File: src/rtl/fetch_ctrl.sv
// Instruction-fetch sequencer: drives the PC register's load/stall controls,
// requests instructions from imem and hands them to decode over valid/ready.
//
// state   | meaning
// S_BOOT  | first cycle after reset, no request, PC held at 0
// S_FETCH | imem_req high, waiting for imem_ack (bounded by MAX_WAIT)
// S_ISSUE | instruction held on if_* until decode accepts it
// S_FAULT | imem timed out; only trap_req or reset leave this state
module fetch_ctrl #(
    parameter int             W           = 32,
    parameter logic [W-1:0]   TRAP_VECTOR = W'(32'h0000_0100),
    parameter int             MAX_WAIT    = 15,
    parameter int             CW          = 4
) (
    input  logic          clk,
    input  logic          reset,
    input  logic [W-1:0]  pc_q,
    output logic [W-1:0]  pc_next,
    output logic          pc_load,
    output logic          pc_stall,
    output logic          imem_req,
    output logic [W-1:0]  imem_addr,
    input  logic          imem_ack,
    input  logic [31:0]   imem_rdata,
    output logic          if_valid,
    output logic [31:0]   if_instr,
    output logic [W-1:0]  if_pc,
    input  logic          id_ready,
    input  logic          redirect_valid,
    input  logic [W-1:0]  redirect_target,
    input  logic          trap_req,
    output logic          fetch_fault
);

    typedef enum logic [1:0] {
        S_BOOT  = 2'd0,
        S_FETCH = 2'd1,
        S_ISSUE = 2'd2,
        S_FAULT = 2'd3
    } state_t;

    // Counter value seen on the last permitted no-ack cycle.
    localparam logic [CW-1:0] LAST_WAIT = CW'(MAX_WAIT - 1);

    state_t         state_q, state_d;
    logic [CW-1:0]  wait_cnt_q, wait_cnt_d;
    logic           if_valid_q, if_valid_d;
    logic [31:0]    if_instr_q, if_instr_d;
    logic [W-1:0]   if_pc_q, if_pc_d;
    logic           fetch_fault_q, fetch_fault_d;

    assign if_valid    = if_valid_q;
    assign if_instr    = if_instr_q;
    assign if_pc       = if_pc_q;
    assign fetch_fault = fetch_fault_q;
    assign imem_addr   = pc_q;
    assign pc_next     = trap_req ? TRAP_VECTOR : redirect_target;

    // State and output registers, synchronous active-high reset.
    always_ff @(posedge clk) begin
        if (reset) begin
            state_q       <= S_BOOT;
            wait_cnt_q    <= '0;
            if_valid_q    <= 1'b0;
            if_instr_q    <= '0;
            if_pc_q       <= '0;
            fetch_fault_q <= 1'b0;
        end else begin
            state_q       <= state_d;
            wait_cnt_q    <= wait_cnt_d;
            if_valid_q    <= if_valid_d;
            if_instr_q    <= if_instr_d;
            if_pc_q       <= if_pc_d;
            fetch_fault_q <= fetch_fault_d;
        end
    end

    // Next-state and PC control; trap then redirect override the per-state action.
    always_comb begin
        state_d       = state_q;
        wait_cnt_d    = wait_cnt_q;
        if_valid_d    = if_valid_q;
        if_instr_d    = if_instr_q;
        if_pc_d       = if_pc_q;
        fetch_fault_d = fetch_fault_q;
        pc_load       = 1'b0;
        pc_stall      = 1'b1;
        imem_req      = 1'b0;

        if (!reset) begin
            case (state_q)
                S_BOOT: begin
                    state_d = S_FETCH;
                end
                S_FETCH: begin
                    imem_req = 1'b1;
                    if (imem_ack) begin
                        if_instr_d = imem_rdata;
                        if_pc_d    = pc_q;
                        if_valid_d = 1'b1;
                        pc_stall   = 1'b0;
                        wait_cnt_d = '0;
                        state_d    = S_ISSUE;
                    end else if (wait_cnt_q == LAST_WAIT) begin
                        fetch_fault_d = 1'b1;
                        wait_cnt_d    = '0;
                        state_d       = S_FAULT;
                    end else begin
                        wait_cnt_d = wait_cnt_q + CW'(1);
                    end
                end
                S_ISSUE: begin
                    if (id_ready) begin
                        if_valid_d = 1'b0;
                        state_d    = S_FETCH;
                    end
                end
                S_FAULT: begin
                    fetch_fault_d = 1'b1;
                end
                default: begin
                    state_d = S_BOOT;
                end
            endcase

            if (trap_req || (redirect_valid && state_q != S_FAULT)) begin
                // Any data arriving this cycle belongs to the old stream.
                pc_load    = 1'b1;
                pc_stall   = 1'b0;
                if_valid_d = 1'b0;
                if_instr_d = if_instr_q;
                if_pc_d    = if_pc_q;
                wait_cnt_d = '0;
                state_d    = S_FETCH;
                if (trap_req) begin
                    fetch_fault_d = 1'b0;
                end
            end
        end
    end

endmodule

File: config.mk
export PLATFORM = sky130hd
export DESIGN_NAME = fetch_ctrl
export DESIGN_NICKNAME = d
export VERILOG_FILES = /design/src/rtl/fetch_ctrl.sv
export SDC_FILE = /design/constraint.sdc
export NUM_CORES = 1
export LEC_CHECK = 0
export CAP_MARGIN = 5
export CELL_PAD_IN_SITES_DETAIL_PLACEMENT = 2
export CELL_PAD_IN_SITES_GLOBAL_PLACEMENT = 2
export CORE_MARGIN = 10
export CORE_UTILIZATION = 18
export DETAILED_ROUTE_END_ITERATION = 8
export PLACE_DENSITY_LB_ADDON = 0.1
export SLEW_MARGIN = 0
export SYNTH_ARGS = -nofsm -noshare
export SYNTH_HDL_FRONTEND = slang
export SYNTH_SLANG_ARGS = --single-unit
File: constraint.sdc
create_clock -name clk -period 2 [get_ports clk]
set_clock_uncertainty 0.1 [all_clocks]
set_input_delay 0.4 -clock clk [delete_from_list [all_inputs] [get_ports clk]]
set_output_delay 0.4 -clock clk [all_outputs]
set_load 0.005 [all_outputs]
; Word level (Yosys, flattened, before mapping)
; Index checks and enable logic that the tools add are counted.
[classes]
add_sub_neg = 1
eq_ne = 10
muxes = 24
bitwise = 1
reduce_logical = 11
[ops]
columns = cell, n
row1 = $mux 32, 1
row2 = $mux 1, 15
row3 = $reduce_and 3->1, 4
row4 = $mux 4, 2
row5 = $mux 2, 3
row6 = $ne 2x2->1 const B, 3
row7 = $ne 3x3->1 const B, 2
row8 = $pmux 2 s3, 1
row9 = $add 4x1->4 const B, 1
row10 = $eq 2x2->1 const B, 2
row11 = $eq 4x4->1 const B, 1
row12 = $ne 4x4->1 const B, 1
row13 = $pmux 1 s2, 2
row14 = $reduce_bool 4->1, 1
row15 = $reduce_bool 3->1, 1
row16 = $eq 2x1->1 const B, 1
row17 = $logic_not 2->1, 1
row18 = $reduce_bool 2->1, 1
row19 = $reduce_or 2->1, 1
row20 = $logic_and 1x1->1, 1
row21 = $logic_or 1x1->1, 1
row22 = $not 1->1, 1
[totals]
reg_bits = 72
out_inout_bits = 133
elab_cells = 54

; Logic depth before layout (Yosys ltp)
[depth]
word_depth = 6
mapped_depth = 6

; Worst setup path before layout
; OpenSTA, ideal clock, no wires.
[synth_timing]
path_kind = input port to output port
from = in imem_ack
to = out pc_stall
arrival_time_ns = 1.169
required_ns = 1.500
setup_slack_ns = 0.331
path_stages = 5
cell_sequence = clkbuf_1 clkbuf_1 a21oi_1 a21oi_1 o21bai_1
[synth_via]
elab_chain_len = 4
[synth_rtl]
columns = element, line_no
row1 = "start, declared", 23  ; input logic imem_ack,
row2 = $mux 1, 97  ; if (imem_ack) begin
row3 = $mux 1, 91  ; case (state_q)
row4 = $mux 1, 126  ; if (trap_req || (redirect_valid && state_q != S_FAULT)) begin
row5 = $mux 1, 90  ; if (!reset) begin
row6 = "end, declared", 20  ; output logic pc_stall,
; No other way between the ends.

; Worst setup path in the final report
[layout_timing]
from = in redirect_target[30]
to = out pc_next[30]
[layout_via]
elab_chain_len = 1
[layout_rtl]
columns = element, line_no
row1 = "start, declared", 30  ; input logic [W-1:0] redirect_target,
row2 = $mux 32, 57  ; assign pc_next = trap_req ? TRAP_VECTOR : redirect_target;
row3 = "end, declared", 18  ; output logic [W-1:0] pc_next,
; No other way between the ends.

==> run metrics <==
startpoint types input pin; setup bufs post-CTS 0; Final Worst Setup Slack roughly 0.027 ns; DP HPWL 13000 um; R2R Path Start state_q[1]; row count 50; Setup violations, final 0; drt via density between 4 and 5; max incr delay on CP 0.51 ns; final cell count without fillers 855; pwr dens 646 nW/um^2; Routed WL per cell around 20 um; M2 GR Usage 0.249; Max-cap violations 0; Worst Hold Class input pin to flip-flop; outcome completed; Critical-path top delay cell clkdlybuf4s50_1; slew margin rel. 0.505; WL final 17200 um; Final #Nets 720; Synth Area in Adders 0.00741; Die Ht 157 um; number of global-route vias before repair 4159; synth top area cells dfxtp_1, a21oi_1, nand3_1; Mapped Area around 3400 um^2; cell count after synthesis 420; Hold Buf Count CTS 0; first-pass GRT wire length 25400 um; via count 3769; post-synthesis xor/xnor area fraction 0; Iteration-0 DRC Markers 132; Seq cells post-synth 72; Area Growth Syn to Fin 80.0%; pin count of the biggest net entering global routing between 60 and 70; Detailed Routing Iterations Pass 1 4; setup_tns 0 ns; CP bufs+invs 2; Clock transition at path regs approximately 0.060 ns; synth unique cells 33; cell repeated most along the worst path clkdlybuf4s50_1; Synth async-reset ratio 0; Root Buffer clkbuf_16; GPL Wtd Cong 0.737; global-route track usage on met1 0.137; Total Routing Usage GR 0.134; n_diodes 0; Top Ports 235; post-synthesis compound-gate area fraction 0.226; EDFF count, synth 0; Data required, critical path 1.50 ns; Most used DFF post-synth dfxtp_1; share of cells above drive strength 1 0.0853; Worst Tran Pin Value 0.743 ns; clk sink count 72; largest family of logic cells by synthesized area compound AO/OA/AOI/OAI gates; Worst Min Path Start reset; CTS tree done; crit path from redirect_target[30]; die area 24600 um^2; top-area cell type share of the netlist area 0.427; CP delay by family, top buffers and inverters; clock buffer depth 2; PortBufs about 230; Worst Path Max Fanout 1; H-Tree Depth 3; crit path DAT 1.47 ns; drc violations 0; total power 3.93 mW; Hold Vio Cnt, Final 0; Num CTS Buffers 9; post-synthesis simple-gate area fraction 0.193; Clock Latency Late Sink 0.34 ns; Worst setup EP type output pin; minimum clock period after layout around 2.0 ns; Synth Warn # 0; total global routing overflow 0; Mapped Nets 524; Die W 157 um; Place WS -0.395 ns; WS Path Type input pin to output pin; mux cell area share after synthesis 0; Top Usage Layer GRT met2; Final Max Slew Viols 0; Synth top cells by count a21oi_1, dfxtp_1, nand3_1; Core ar. 18600 um^2; RSZ-0062 raised after global routing no; VDD IR max 0.000346 V; Avg Cell Area, Syn 8.04 um^2; hold_ws ~0.26 ns; Worst R2R Setup Slack 0.14 ns; Synth area leader dfxtp_1; initial core utilization 0.182; placed cells between 800 and 900; Leakage 2.18 nW; met3 usage 0.0448; Routed Antenna Nets 0; achievable clock frequency 0.507 GHz; Tcrit/Tclk final 0.986; critical-path cell list clkdlybuf4s50_1 > nor2b_1 > clkdlybuf4s50_1; register area share after synthesis 0.427; initial antenna violation count 0
==> flip-flops by register name, summed over array words and instances (netlist names) <==
| register | count |
|---|---|
| fetch_fault | 1 |
| if_instr | 32 |
| if_pc | 32 |
| if_valid | 1 |
| state_q | 2 |
| wait_cnt_q | 4 |
==> through the flow <==
step / utilization / cell area, um^2
after floorplan: - / 3380
after global placement: 0.310 / 5760
after detailed placement: 0.310 / 5760
after CTS: 0.326 / 6050
after global routing: 0.327 / 6080
final: 0.327 / 6080
==> area by class of cell <==
cell class              instances  area (um^2)
repair buffers                260         2560
multi-input cells             270         1450
inverters                       3         11.3
well taps                     234          293
flip-flops and latches         72         1440
clock buffers                   9          225
fillers                      2085        12500
clock inverters                 7         95.1
==> logic make-up (layout without fill, tap and decap cells) <==
logic type,count (synthesis),in the layout
DFF,72,72
AOI/OAI and AO/OA,147,147
and+or+nand+nor,121,121
buffers and inverters,78,279
adders and majority gates,2,2
==> worst register-to-register path, delay by kind of cell (launching register included) <==
family,cells,cell delay [ns]
DFF,1,0.35
buffers and inverters,1,0.24
and+or+nand+nor,1,0.74
AOI/OAI and AO/OA,2,0.27
==> routing by layer <==
| metal | vias to the layer above | wire [um] |
|---|---|---|
| met5 | - | 0 |
| met4 | 0 | 264 |
| met3 | 14 | 1220 |
| met2 | 107 | 9210 |
| met1 | 1827 | 6510 |
| li1 | 1821 | - |
==> final timing paths <==
check                     end  depth (start not counted)
setup reg to reg    if_pc[21]                          4
hold / removal     state_q[0]                          2
setup / recovery  pc_next[30]                          3
hold reg to reg   if_instr[5]                          2
==> layout by cell type, fill, tap and decap left out, types with 5 or more instances in the layout <==
cell type,instances
nand2_1,7
buf_4,19
dfxtp_1,70
a21oi_1,72
clkdlybuf4s50_1,196
o21ai_0,5
dlygate4sd2_1,33
nand3_1,67
clkbuf_16,10
nor2b_1,31
buf_12,5
o21ai_1,61
nor2_1,6
==> repair_timing <==
action | in CTS | in global routing
endpoints found under the setup margin | 51 | 46
resized for setup | 44 | 4
cloned | 0 | 1
pin swaps | 1 | 0
==> report_power, final <==
part | internal [mW] | switching [mW]
clock network | 1.09 | 0.671
registers | 1.46 | 0.0176
logic | 0.399 | 0.281
No activity file was read; power rests on OpenSTA's default activity.
